==> config.mk <==
export PLATFORM = sky130hd
export DESIGN_NAME = two_digit_countdown
export DESIGN_NICKNAME = d
export VERILOG_FILES = /design/src/rtl/two_digit_countdown.sv
export SDC_FILE = /design/constraint.sdc
export NUM_CORES = 1
export LEC_CHECK = 0
export BUFFER_PORTS_ARGS = -buffer_cell sky130_fd_sc_hd__buf_2
export CORE_ASPECT_RATIO = 2
export CORE_MARGIN = 5
export CORE_UTILIZATION = 35
export CTS_CLUSTER_SIZE = 20
export DETAILED_ROUTE_END_ITERATION = 16
export HOLD_SLACK_MARGIN = 0.02
export PLACE_DENSITY = 0.6
export SYNTH_ARGS = -nofsm -noshare
export SYNTH_HDL_FRONTEND = slang
export SYNTH_SLANG_ARGS = --single-unit
==> constraint.sdc <==
create_clock -name clk -period 6.3 [get_ports clk]
set_input_delay 1.89 -clock clk [delete_from_list [all_inputs] [get_ports clk]]
set_output_delay 1.89 -clock clk [all_outputs]
set_load 0.05 [all_outputs]
==> src/rtl/two_digit_countdown.sv <==
// ---------------------------------------------------------------------------
// two_digit_countdown
//
// Two-digit BCD countdown game timer. It loads a preset value and then
// decrements it once per prescaled tick while enabled. A borrow moves from the
// ones digit into the tens digit. When the count reaches 00 the block latches
// Timeout and emits a single-cycle Timeout_Pulse. It then stays there until a
// reconfig or a reset.
//
// Parameters
//   TICK_DIV    clk cycles per decrement (>= 2)
//   START_TENS  preset tens digit, 0-9
//   START_ONES  preset ones digit, 0-9
//
// Ports
//   clk             in   system clock, rising edge
//   rst             in   asynchronous active-high reset
//   Timer_Reconfig  in   synchronous reload of the preset (wins over counting)
//   Timer_Enable    in   level: high counts, low pauses with all state held
//   Tens_Digit      out  BCD tens digit
//   Ones_Digit      out  BCD ones digit
//   Timeout         out  high while the timer sits at 00 in DONE
//   Timeout_Pulse   out  one-cycle strobe on entry to DONE
// ---------------------------------------------------------------------------
module two_digit_countdown #(
    parameter int TICK_DIV   = 50_000_000,
    parameter int START_TENS = 6,
    parameter int START_ONES = 0
) (
    input  logic       clk,
    input  logic       rst,
    input  logic       Timer_Reconfig,
    input  logic       Timer_Enable,
    output logic [3:0] Tens_Digit,
    output logic [3:0] Ones_Digit,
    output logic       Timeout,
    output logic       Timeout_Pulse
);

    localparam int                 PRESC_W     = $clog2(TICK_DIV);
    localparam logic [PRESC_W-1:0] PRESC_MAX   = PRESC_W'(TICK_DIV - 1);
    localparam logic [3:0]         PRESET_TENS = 4'(START_TENS);
    localparam logic [3:0]         PRESET_ONES = 4'(START_ONES);

    typedef enum logic [1:0] {
        S_IDLE,
        S_RUN,
        S_DONE
    } state_t;

    state_t             state;
    logic [PRESC_W-1:0] prescaler;
    logic [7:0]         dec_digits;
    logic               at_zero;

    // One BCD step down, saturating at 00 so the digits can never wrap.
    function automatic logic [7:0] bcd_decrement(input logic [3:0] tens,
                                                 input logic [3:0] ones);
        logic [7:0] result;
        if (ones != 4'd0) begin
            result = {tens, ones - 4'd1};
        end else if (tens != 4'd0) begin
            result = {tens - 4'd1, 4'd9};
        end else begin
            result = 8'h00;
        end
        return result;
    endfunction

    assign dec_digits = bcd_decrement(Tens_Digit, Ones_Digit);
    assign at_zero    = (Tens_Digit == 4'd0) && (Ones_Digit == 4'd0);

    always_ff @(posedge clk or posedge rst) begin
        if (rst) begin
            state         <= S_IDLE;
            prescaler     <= '0;
            Tens_Digit    <= PRESET_TENS;
            Ones_Digit    <= PRESET_ONES;
            Timeout       <= 1'b0;
            Timeout_Pulse <= 1'b0;
        end else if (Timer_Reconfig) begin
            // Reload beats any tick landing on the same edge.
            state         <= S_IDLE;
            prescaler     <= '0;
            Tens_Digit    <= PRESET_TENS;
            Ones_Digit    <= PRESET_ONES;
            Timeout       <= 1'b0;
            Timeout_Pulse <= 1'b0;
        end else begin
            Timeout_Pulse <= 1'b0;
            case (state)
                S_IDLE: begin
                    prescaler <= '0;
                    if (Timer_Enable) begin
                        state <= S_RUN;
                    end
                end

                S_RUN: begin
                    if (at_zero) begin
                        // A 00 preset finishes without waiting for a tick.
                        state         <= S_DONE;
                        Timeout       <= 1'b1;
                        Timeout_Pulse <= 1'b1;
                    end else if (Timer_Enable) begin
                        if (prescaler == PRESC_MAX) begin
                            prescaler                <= '0;
                            {Tens_Digit, Ones_Digit} <= dec_digits;
                            if (dec_digits == 8'h00) begin
                                state         <= S_DONE;
                                Timeout       <= 1'b1;
                                Timeout_Pulse <= 1'b1;
                            end
                        end else begin
                            prescaler <= prescaler + 1'b1;
                        end
                    end
                end

                S_DONE: begin
                    Timeout <= 1'b1;
                end

                default: begin
                    state <= S_IDLE;
                end
            endcase
        end
    end

endmodule

==> summary.txt, run 1 <==
clk slew on worst S/H paths -> 0.06 ns
routability cong. -> 0.785
global route overflow -> 0
Worst Tran Pin Value -> 1.02 ns
status -> finished, final reports clean
GRT Overall Usage -> 0.150
via count -> 1,850
Placed Cells -> 328
Worst Setup Slack, final -> 2.93 ns
worst skew pair latency -> 0.28 ns
fin crit share -> 0.535
fmax -> 296 MHz
Area growth syn-to-layout -> 12.5%
combinational power share -> 0.051
antenna cells -> 0
register area share after synthesis -> 0.424
clock share of power -> 0.483
max-slew violations -> 0
Seq pwr share -> 0.466
Synth area leaders -> dfrtp_1 40%, o21ai_0 4.5%, a21oi_1 3.6%
DP HPWL -> 4120 µm
Post-synth EDFFs -> 0
CP Capture Type -> flop
Power Dens Cells -> 209 nW/µm²
top-count cell post-synth -> dfrtp_1
Yosys reg bits -> 38
final std cells w/o fill -> 336
fin crit period -> 3.37 ns
initial antenna violation count -> 0
ordered list of cells on the worst path -> buf_2 > o21bai_1 > o2111ai_2 > or4_1 > a21oi_1
H-tree depth -> 2
initial drt markers -> 80
Row Count -> 41
setup slack at placement -> 2.64 ns
setup TNS -> 0 ns
first-pass GRT wire length -> 9180 µm
routed wire length -> 5390 µm
Syn Area/Cell -> 9.49 µm²
largest net degree at the start of global routing -> 39
number of I/O pins -> 14
LEAKAGE -> 1.02 nW
Arr. time, crit path -> 3.58 ns
relative slew slack -> 0.316
hold buffer count at CTS -> 0
Post-CTS Setup Repair Bufs -> 0
Top FF cell, synth -> dfrtp_1
antenna-violating nets left -> 0
Core ar. -> 6310 µm²
Setup crit start kind -> primary input
I/O Buffers -> 13
chip width -> 66.7 µm
CTS root buffer -> clkbuf_16
Via density -> 5.51
maxcap violations -> 0
count of clock tree sinks -> 38
Hold Crit Class -> reg -> reg
Distinct cells, synth -> 59
largest area contributor in the netlist -> dfrtp_1
ys async rst share -> 1.00
Yosys top cell area share -> 0.401
clk buf depth -> 2
post-cts sizing count -> 0
vias in the first global route -> 1,840
slowest stage delay, CP -> 0.60 ns
Max rail drop VDD -> 95.5 µV
Die ar. -> 8220 µm²
Clock Skew -> 0.00402 ns
drt first pass iters -> 4
most frequent cells after synthesis -> 36 x dfrtp_1, 20 x nor2_1, 20 x o21ai_0
Initial Util -> 0.356
# DRC -> 0
P_sw -> 121 µW
critical path class -> in -> reg
Pint -> 409 µW
Slowest-stage cell, CP -> or4_1
synth warn -> 0
Synth Instances -> 237
CTS tree -> done
RSZ-0062 raised after global routing -> false
layout cells sized above 1 -> 0.180
layout net count -> 256
Net Count, Synth -> 244
CP max FO -> 14
CTS Buf Count -> 5
Worst Path Required -> 6.50 ns
sw frac -> 0.228
Final setup viols -> 0
Routed wire per std cell -> 16.0 µm
Fin. Hold Viols -> 0
Post-Syn Area -> 2250 µm²
Die Height -> 123 µm
fillers -> 660
## critical path, delay by kind of cell
family / cells / cell delay, ns
buffers and inverters: 1 / 0.23
and+or+nand+nor: 1 / 0.60
AOI/OAI and AO/OA: 3 / 0.86
## state kept, by name (all words and copies together) (netlist names)
signal,count
Timeout,1
Tens_Digit,4
Ones_Digit,4
Timeout_Pulse,1
prescaler,26
state,2
## worst paths after layout
| path | start | endpoint | slack [ns] | cells past startpoint |
|---|---|---|---|---|
| hold reg to reg | prescaler[1] | prescaler[1] | 0.52 | 2 |
| min in group asynchronous | rst | prescaler[24] | 1.71 | 3 |
| max in group asynchronous | rst | Tens_Digit[1] | 4.22 | 3 |
| hold / removal | prescaler[1] | prescaler[1] | 0.52 | 2 |
| setup reg to reg | prescaler[0] | prescaler[16] | 3.40 | 6 |
| setup / recovery | Timer_Reconfig | prescaler[25] | 2.93 | 5 |
## cell families after synthesis
| family | Yosys count | share of synthesized area |
|---|---|---|
| simple gates | 102 | 0.283 |
| buf+inv | 18 | 0.0373 |
| fa+ha+maj | 3 | 0.0167 |
| compound gates | 66 | 0.197 |
| mux | 3 | 0.0145 |
| flops | 38 | 0.424 |
| xor+xnor | 7 | 0.0273 |
## metal layers
layer,track usage,vias up,wire [µm]
met1,0.144,900,1860
li1,-,904,-
met4,0.0776,0,214
met5,0,-,0
met2,0.287,33,3160
met3,0.0309,13,156
## placed cells by master (no fill, tap or decap), types with 4 or more instances in the layout
master,count
dfrtp_1,36
nor2_1,20
o21ai_0,20
a21oi_1,16
buf_2,13
inv_1,9
nand2_1,9
nand3_1,7
nand2b_1,6
or4_1,6
or3_1,6
nand4_1,5
nor2b_1,5
a22o_1,5
o211ai_1,5
xor2_1,5
clkbuf_16,5
and4_1,4
and3_2,4
o31ai_1,4
nor3_1,4
## power groups by stage
stage | logic [mW] | registers [mW] | clock network, mW
floorplan | 0.0222 | 0.251 | 0
global placement | 0.0278 | 0.251 | 0
detailed placement | 0.0277 | 0.251 | 0
CTS | 0.0278 | 0.247 | 0.262
global route | 0.0312 | 0.247 | 0.270
finish | 0.0268 | 0.247 | 0.256
## final cells by class
class                           count  area (µm²)  share of cell area
Multi-Input combinational cell    181        1210               0.479
Clock buffer                        6         139              0.0549
Tap cell                           86         108              0.0425
Sequential cell                    38         953               0.377
Inverter                            9        33.8              0.0134
Clock inverter                      2        12.5             0.00495
Timing Repair Buffer               14        72.6              0.0287
## stage by stage
step | hold WS, ns | utilization | power (mW) | area, µm²
CTS | 0.526 | 0.401 | 0.537 | 2530
global placement | 0.500 | 0.377 | 0.279 | 2380
global route | 0.556 | 0.401 | 0.549 | 2530
detailed placement | 0.513 | 0.377 | 0.279 | 2380
floorplan | 0.468 | - | 0.273 | 2250
finish | 0.517 | 0.401 | 0.530 | 2530
Note: power is estimated with default switching activity, not from simulation.
==> run 2: changes to the inputs <==
==> constraint.sdc (replaced) <==
create_clock -name clk -period 3.16 [get_ports clk]
set_input_delay 0.948 -clock clk [delete_from_list [all_inputs] [get_ports clk]]
set_output_delay 0.948 -clock clk [all_outputs]
set_load 0.05 [all_outputs]
==> run 2 against run 1 <==
Clock skew grew 0.00087 ns. Sequential share of layout area shrank 0.64 points. Utilization grew 0.69 points. Die area is the same. First-iteration DRC count grew 49%. Count of clock-buffer cells in the layout grew 1. Via count grew 1.8%. Worst hold slack lost 0.011 ns. Global-route usage grew 0.096 points. Sequential power grew 100%. Critical endpoint unchanged. Largest power group unchanged.
==> summary.txt, run 2 (same netlist as run 1, synthesis figures left out) <==
status -> finished, final reports clean
LEAKAGE -> 1.05 nW (+2.4%)
CTS tree -> done
Via density -> 5.56 (+0.94%)
Die ar. -> 8220 µm² (unchanged)
first-pass GRT wire length -> 9160 µm (-0.15%)
Setup crit start kind -> flop
commonest non-fill, non-tap cell in the layout -> dfrtp_1
Reg with most FFs -> prescaler
CTS Buf Count -> 5 (unchanged)
via count -> 1,884 (+1.8%)
multi-input gate area in the final layout -> 1210 µm² (unchanged)
Power Dens Cells -> 441 nW/µm² (+110%)
Core ar. -> 6310 µm² (unchanged)
routed wire length -> 5540 µm (+2.7%)
clk slew on worst S/H paths -> 0.06 ns (about the same)
Largest register FFs -> 26 (unchanged)
Clock Skew -> 0.00489 ns (+0.000873 ns)
GRT Overall Usage -> 0.151 (+0.000957)
setup TNS -> 0 ns (unchanged)
H-tree depth -> 2 (unchanged)
fin crit period -> 2.58 ns
Max rail drop VDD -> 257 µV (+170%)
fin crit share -> 0.817
clk buf depth -> 2 (unchanged)
relative slew slack -> 0.577 (+0.261)
Row Count -> 41 (unchanged)
Post-CTS Setup Repair Bufs -> 0 (unchanged)
# DRC -> 0 (unchanged)
antenna-violating nets left -> 0 (unchanged)
Routed wire per std cell -> 16.3 µm (+1.8%)
Area growth syn-to-layout -> 14.5%
RSZ-0062 raised after global routing -> false
global route overflow -> 0 (unchanged)
vias in the first global route -> 1,874 (+1.8%)
largest net degree at the start of global routing -> 39 (unchanged)
max-slew violations -> 0 (unchanged)
Initial Util -> 0.356 (unchanged)
hold buffer count at CTS -> 0 (unchanged)
biggest regs -> prescaler: 26 flops, Ones_Digit: 4 flops, Tens_Digit: 4 flops
final std cells w/o fill -> 339 (+0.89%)
critical path class -> reg -> reg
layout net count -> 259 (+1.2%)
worst skew pair latency -> 0.28 ns (about the same)
I/O Buffers -> 13 (unchanged)
layout cells sized above 1 -> 0.186 (+0.00577)
Placed Cells -> 331 (+0.91%)
initial antenna violation count -> 0 (unchanged)
CTS root buffer -> clkbuf_16
Reg area -> 953 µm² (unchanged)
DP HPWL -> 4220 µm (+2.4%)
Worst Path Required -> 3.37 ns (-3.13 ns)
CP max FO -> 14 (unchanged)
maxcap violations -> 0 (unchanged)
fmax -> 388 MHz
Final setup viols -> 0 (unchanged)
chip width -> 66.7 µm (unchanged)
number of I/O pins -> 14 (unchanged)
Hold Crit Class -> reg -> reg
initial drt markers -> 119 (+49%)
count of clock tree sinks -> 38 (unchanged)
antenna cells -> 0 (unchanged)
Fin. Hold Viols -> 0 (unchanged)
routability cong. -> 0.836 (+6.5%)
Worst Tran Pin Value -> 0.633 ns (-0.383 ns)
CP Capture Type -> flop
post-cts sizing count -> 0 (unchanged)
commonest cells after routing, fill and taps aside -> 36 x dfrtp_1, 20 x nor2_1, 20 x o21ai_0
Arr. time, crit path -> 2.79 ns (-0.79 ns)
Die Height -> 123 µm (unchanged)
drt first pass iters -> 4 (unchanged)
fillers -> 644 (-2.4%)
==> run 2: cell count changes in the layout (fill, tap and decap cells not counted) <==
cell        delta
buf_4          +3
bufinv_16      +1
clkbuf_1       +1
clkinv_2       -1
clkinvlp_4     -1
==> run 2: report_power, final <==
part,switching [mW],internal (mW),total [mW]
clock network,0.188,0.394,0.582
registers,0.00312,0.490,0.493
logic,0.0425,0.0165,0.0591
==> run 2: path summary, 6_finish.rpt <==
| path | startpoint | end | slack [ns] | depth (start not counted) |
|---|---|---|---|---|
| min reg2reg | prescaler[1] | prescaler[1] | 0.51 | 2 |
| max | Ones_Digit[0] | prescaler[25] | 0.58 | 7 |
| min in group asynchronous | rst | Ones_Digit[3] | 0.77 | 3 |
| max in group asynchronous | rst | Tens_Digit[1] | 2.03 | 3 |
| min | prescaler[1] | prescaler[1] | 0.51 | 2 |
| max reg2reg | Ones_Digit[0] | prescaler[25] | 0.58 | 7 |
==> run 2: cell type report <==
class                   count  area share
multi-input cells         181       0.471
flip-flops and latches     38       0.370
clock buffers               7      0.0554
well taps                  86      0.0418
repair buffers             17      0.0369
inverters                   9      0.0131
clock inverters             1      0.0117
==> run 2: routing by layer <==
metal	wire length [µm]	up-vias	track usage
li1	-	912	-
met3	153	14	0.0364
met5	0	-	0
met4	265	0	0.0916
met1	1920	920	0.139
met2	3190	38	0.284
==> run 2: through the flow <==
step | worst slack (ns) | total power [mW] | instance area, µm² | utilization | hold slack, ns
after floorplan | 0.600 | 0.545 | 2250 | - | 0.468
after global placement | 0.534 | 0.560 | 2400 | 0.381 | 0.483
after detailed placement | 0.471 | 0.561 | 2400 | 0.381 | 0.496
after CTS | 0.591 | 1.15 | 2570 | 0.408 | 0.510
after global routing | 0.429 | 1.18 | 2570 | 0.408 | 0.559
final | 0.580 | 1.13 | 2570 | 0.408 | 0.505
==> run 2: critical path: stages (launching register included) <==
cell and delay (ns):
dfrtp_1 0.44, inv_1 0.11, ha_1 0.24, nor3b_2 0.19, a211oi_4 0.42, o2111ai_2 0.37
or4_1 0.58, a21oi_1 0.14
==> run 3: changes to the inputs <==
--- a/config.mk
+++ b/config.mk
@@ -5,6 +5,7 @@
 export SDC_FILE = /design/constraint.sdc
 export NUM_CORES = 1
 export LEC_CHECK = 0
+export ABC_AREA = 1
 export BUFFER_PORTS_ARGS = -buffer_cell sky130_fd_sc_hd__buf_2
 export CORE_ASPECT_RATIO = 2
 export CORE_MARGIN = 5
==> constraint.sdc (replaced) <==
create_clock -name clk -period 2.5 [get_ports clk]
set_input_delay 0.75 -clock clk [delete_from_list [all_inputs] [get_ports clk]]
set_output_delay 0.75 -clock clk [all_outputs]
set_load 0.05 [all_outputs]
==> run 3 against run 2 <==
Sequential cell count unchanged. Area after synthesis up 8.7%. Cell count up 27%. Via count up 15%. Die area up 7.7%. Sequential share of layout area down 2.4 points. First-iteration DRC count down 15%. Wire length up 11%. Synthesized cell count up 35%. Critical path type unchanged. Critical endpoint is now prescaler[16].
==> summary.txt, run 3 <==
status -> finished, final reports clean
routed wire length -> 6130 µm (+11%)
Post-synth EDFFs -> 0 (unchanged)
critical path class -> reg -> reg
Post-CTS Setup Repair Bufs -> 0 (unchanged)
first-pass GRT wire length -> 10,200 µm (+11%)
Setup crit start kind -> flop
setup slack at placement -> 0.338 ns (-0.133 ns)
Post-Syn Area -> 2440 µm² (+8.7%)
Net Count, Synth -> 328 (+34%)
Worst Path Required -> 2.71 ns (-0.66 ns)
global route overflow -> 0 (unchanged)
Largest register FFs -> 26 (unchanged)
largest area contributor in the netlist -> dfrtp_1
hold buffer count at CTS -> 0 (unchanged)
Seq pwr share -> 0.346 (-0.089)
clock share of power -> 0.307 (-0.206)
CP Capture Type -> flop
P_sw -> 802 µW (+240%)
Worst Setup Slack, final -> 0.490 ns (-0.0896 ns)
Hold Crit Class -> reg -> reg
r2r startpoint -> Ones_Digit[0]
LEAKAGE -> 1.22 nW (+17%)
Clock Skew -> 0.00837 ns (+0.00348 ns)
ys async rst share -> 1.00 (unchanged)
Pint -> 1.26 mW (+40%)
final core utilization -> 0.400 (-0.00836)
Core ar. -> 6890 µm² (+9.1%)
antenna-violating nets left -> 0 (unchanged)
routability cong. -> 0.904 (+8.2%)
Crit. Startpoint -> Ones_Digit[0]
post-cts sizing count -> 0 (unchanged)
Top FF cell, synth -> dfrtp_1
maxcap violations -> 0 (unchanged)
Via density -> 5.05 (-9.2%)
Placed Area -> 2610 µm² (+8.5%)
Highest Signal Layer -> met4
fillers -> 781 (+21%)
sw frac -> 0.389 (+0.183)
Distinct cells, synth -> 41 (-31%)
CP max FO -> 23 (+9)
Power Dens Cells -> 750 nW/µm² (+70%)
register area share after synthesis -> 0.390 (-0.0341)
Fin. Hold Viols -> 0 (unchanged)
fin crit period -> 2.01 ns (-0.570 ns)
number of I/O pins -> 14 (unchanged)
clk buf depth -> 2 (unchanged)
DP HPWL -> 4840 µm (+15%)
Syn Area/Cell -> 7.62 µm² (-20%)
Max rail drop VDD -> 314 µV (+22%)
Worst Tran Pin Value -> 0.526 ns (-0.107 ns)
combinational power share -> 0.348 (+0.296)
internal reg-to-reg setup slack -> 0.49 ns (-0.09 ns)
vias in the first global route -> 2,165 (+16%)
Initial Util -> 0.355 (-0.00132)
Final Cell Area -> 2750 µm² (+6.9%)
RSZ-0062 raised after global routing -> false
Reg with most FFs -> prescaler
Synth area leaders -> dfrtp_1 37%, nand2_1 11%, inv_1 6.1%
layout cells sized above 1 -> 0.176 (-0.00982)
clk slew on worst S/H paths -> 0.06 ns (about the same)
r2r endpoint -> prescaler[16]
setup TNS -> 0 ns (unchanged)
R2R depth -> 10 (+3)
initial drt markers -> 101 (-15%)
count of clock tree sinks -> 38 (unchanged)
Final setup viols -> 0 (unchanged)
CTS root buffer -> clkbuf_16
CP endpoint -> prescaler[16]
antenna cells -> 0 (unchanged)
Routed wire per std cell -> 14.2 µm (-13%)
synth warn -> 0 (unchanged)
biggest regs -> prescaler: 26 flops, Ones_Digit: 4 flops, Tens_Digit: 4 flops
commonest non-fill, non-tap cell in the layout -> nand2_1
Synth Instances -> 321 (+35%)
fmax -> 498 MHz (+28%)
CTS Buf Count -> 5 (unchanged)
fin crit share -> 0.804 (-0.0126)
GRT Overall Usage -> 0.147 (-0.00420)
drt first pass iters -> 7 (+3)
Die ar. -> 8860 µm² (+7.7%)
worst skew pair latency -> 0.28 ns (about the same)
via count -> 2,176 (+15%)
Row Count -> 43 (+4.9%)
initial antenna violation count -> 0 (unchanged)
Yosys reg bits -> 38 (unchanged)
I/O Buffers -> 13 (unchanged)
Post-Route M1 WL -> 2080 µm (+8.5%)
WL met2 -> 3620 µm (+13%)
Arr. time, crit path -> 2.22 ns (-0.57 ns)
Yosys top cell area share -> 0.368 (-0.0322)
Die Height -> 128 µm (+3.9%)
chip width -> 69.1 µm (+3.6%)
layout net count -> 347 (+34%)
most frequent cells after synthesis -> 70 x nand2_1, 40 x inv_1, 40 x nor2_1
H-tree depth -> 2 (unchanged)
# DRC -> 0 (unchanged)
max-slew violations -> 0 (unchanged)
CTS tree -> done
commonest cells after routing, fill and taps aside -> 70 x nand2_1, 40 x inv_1, 40 x nor2_1
Area growth syn-to-layout -> 12.5%
metal3 WL -> 174 µm (+14%)
relative slew slack -> 0.647 (+0.0694)
largest net degree at the start of global routing -> 39 (unchanged)
top-count cell post-synth -> nand2_1
-- run 3: cell types whose count changed after synthesis, moves of 7 or more --
| cell | delta |
|---|---|
| nand3_1 | +14 |
| o21ai_0 | -11 |
| nor2_1 | +20 |
| nand2_4 | +8 |
| inv_1 | +31 |
| a21oi_1 | -7 |
| nand2_1 | +61 |
| nor3_1 | +9 |
-- run 3: how the worst min path moves through the flow --
stage,start,end,slack [ns],depth (start not counted)
6_report,Timeout,Timeout,0.49,2
3_3_place_gp,Timeout,Timeout,0.47,2
3_5_place_dp,Timeout,Timeout,0.48,2
4_1_cts,Timeout,Timeout,0.50,2
2_1_floorplan,prescaler[4],prescaler[4],0.49,1
5_1_grt,Timeout,Timeout,0.55,2
-- run 3: worst max-delay path, cell delays in order (launching register included) --
cell and delay (ns):
dfrtp_1 0.38, inv_1 0.15, ha_1 0.31, nand2_4 0.13, nor2_4 0.15, nand2_2 0.08, nand2_4 0.12, inv_4 0.14
nand2_4 0.18, inv_2 0.11, nor3_2 0.18
-- run 3: logic make-up (layout without fill, tap and decap cells) --
family	Yosys count	in the layout	share of synthesized area
simple gates	186	186	0.386
buf+inv	48	68	0.0839
compound gates	38	38	0.0952
flops	38	38	0.390
xor+xnor	7	7	0.0251
fa+ha+maj	3	3	0.0154
mux	1	1	0.00409
-- run 3: layout make-up --
type | count | area [µm²] | share of cell area
clock buffers | 8 | 146 | 0.0532
inverters | 45 | 173 | 0.0628
multi-input cells | 235 | 1290 | 0.467
flip-flops and latches | 38 | 953 | 0.347
well taps | 90 | 113 | 0.0409
repair buffers | 15 | 80.1 | 0.0291
-- run 3: through the flow --
step	power [mW]	hold WS, ns	instances
after global routing	2.20	0.545	431
after detailed placement	1.44	0.482	423
after global placement	1.44	0.472	423
after floorplan	1.31	0.486	321
final	2.06	0.489	431
after CTS	2.09	0.496	431
-- run 3: power groups by stage --
stage / logic (mW) / clock network [mW] / registers (mW)
finish: 0.717 / 0.633 / 0.713
detailed placement: 0.719 / 0 / 0.724
CTS: 0.723 / 0.655 / 0.713
floorplan: 0.496 / 0 / 0.814
global route: 0.797 / 0.680 / 0.721
global placement: 0.717 / 0 / 0.723
-- run 3: per-layer routing --
layer,global-route usage,vias to the layer above
met5,0,-
met4,0.0829,0
met3,0.0283,16
met1,0.126,1037
met2,0.301,39
li1,-,1084
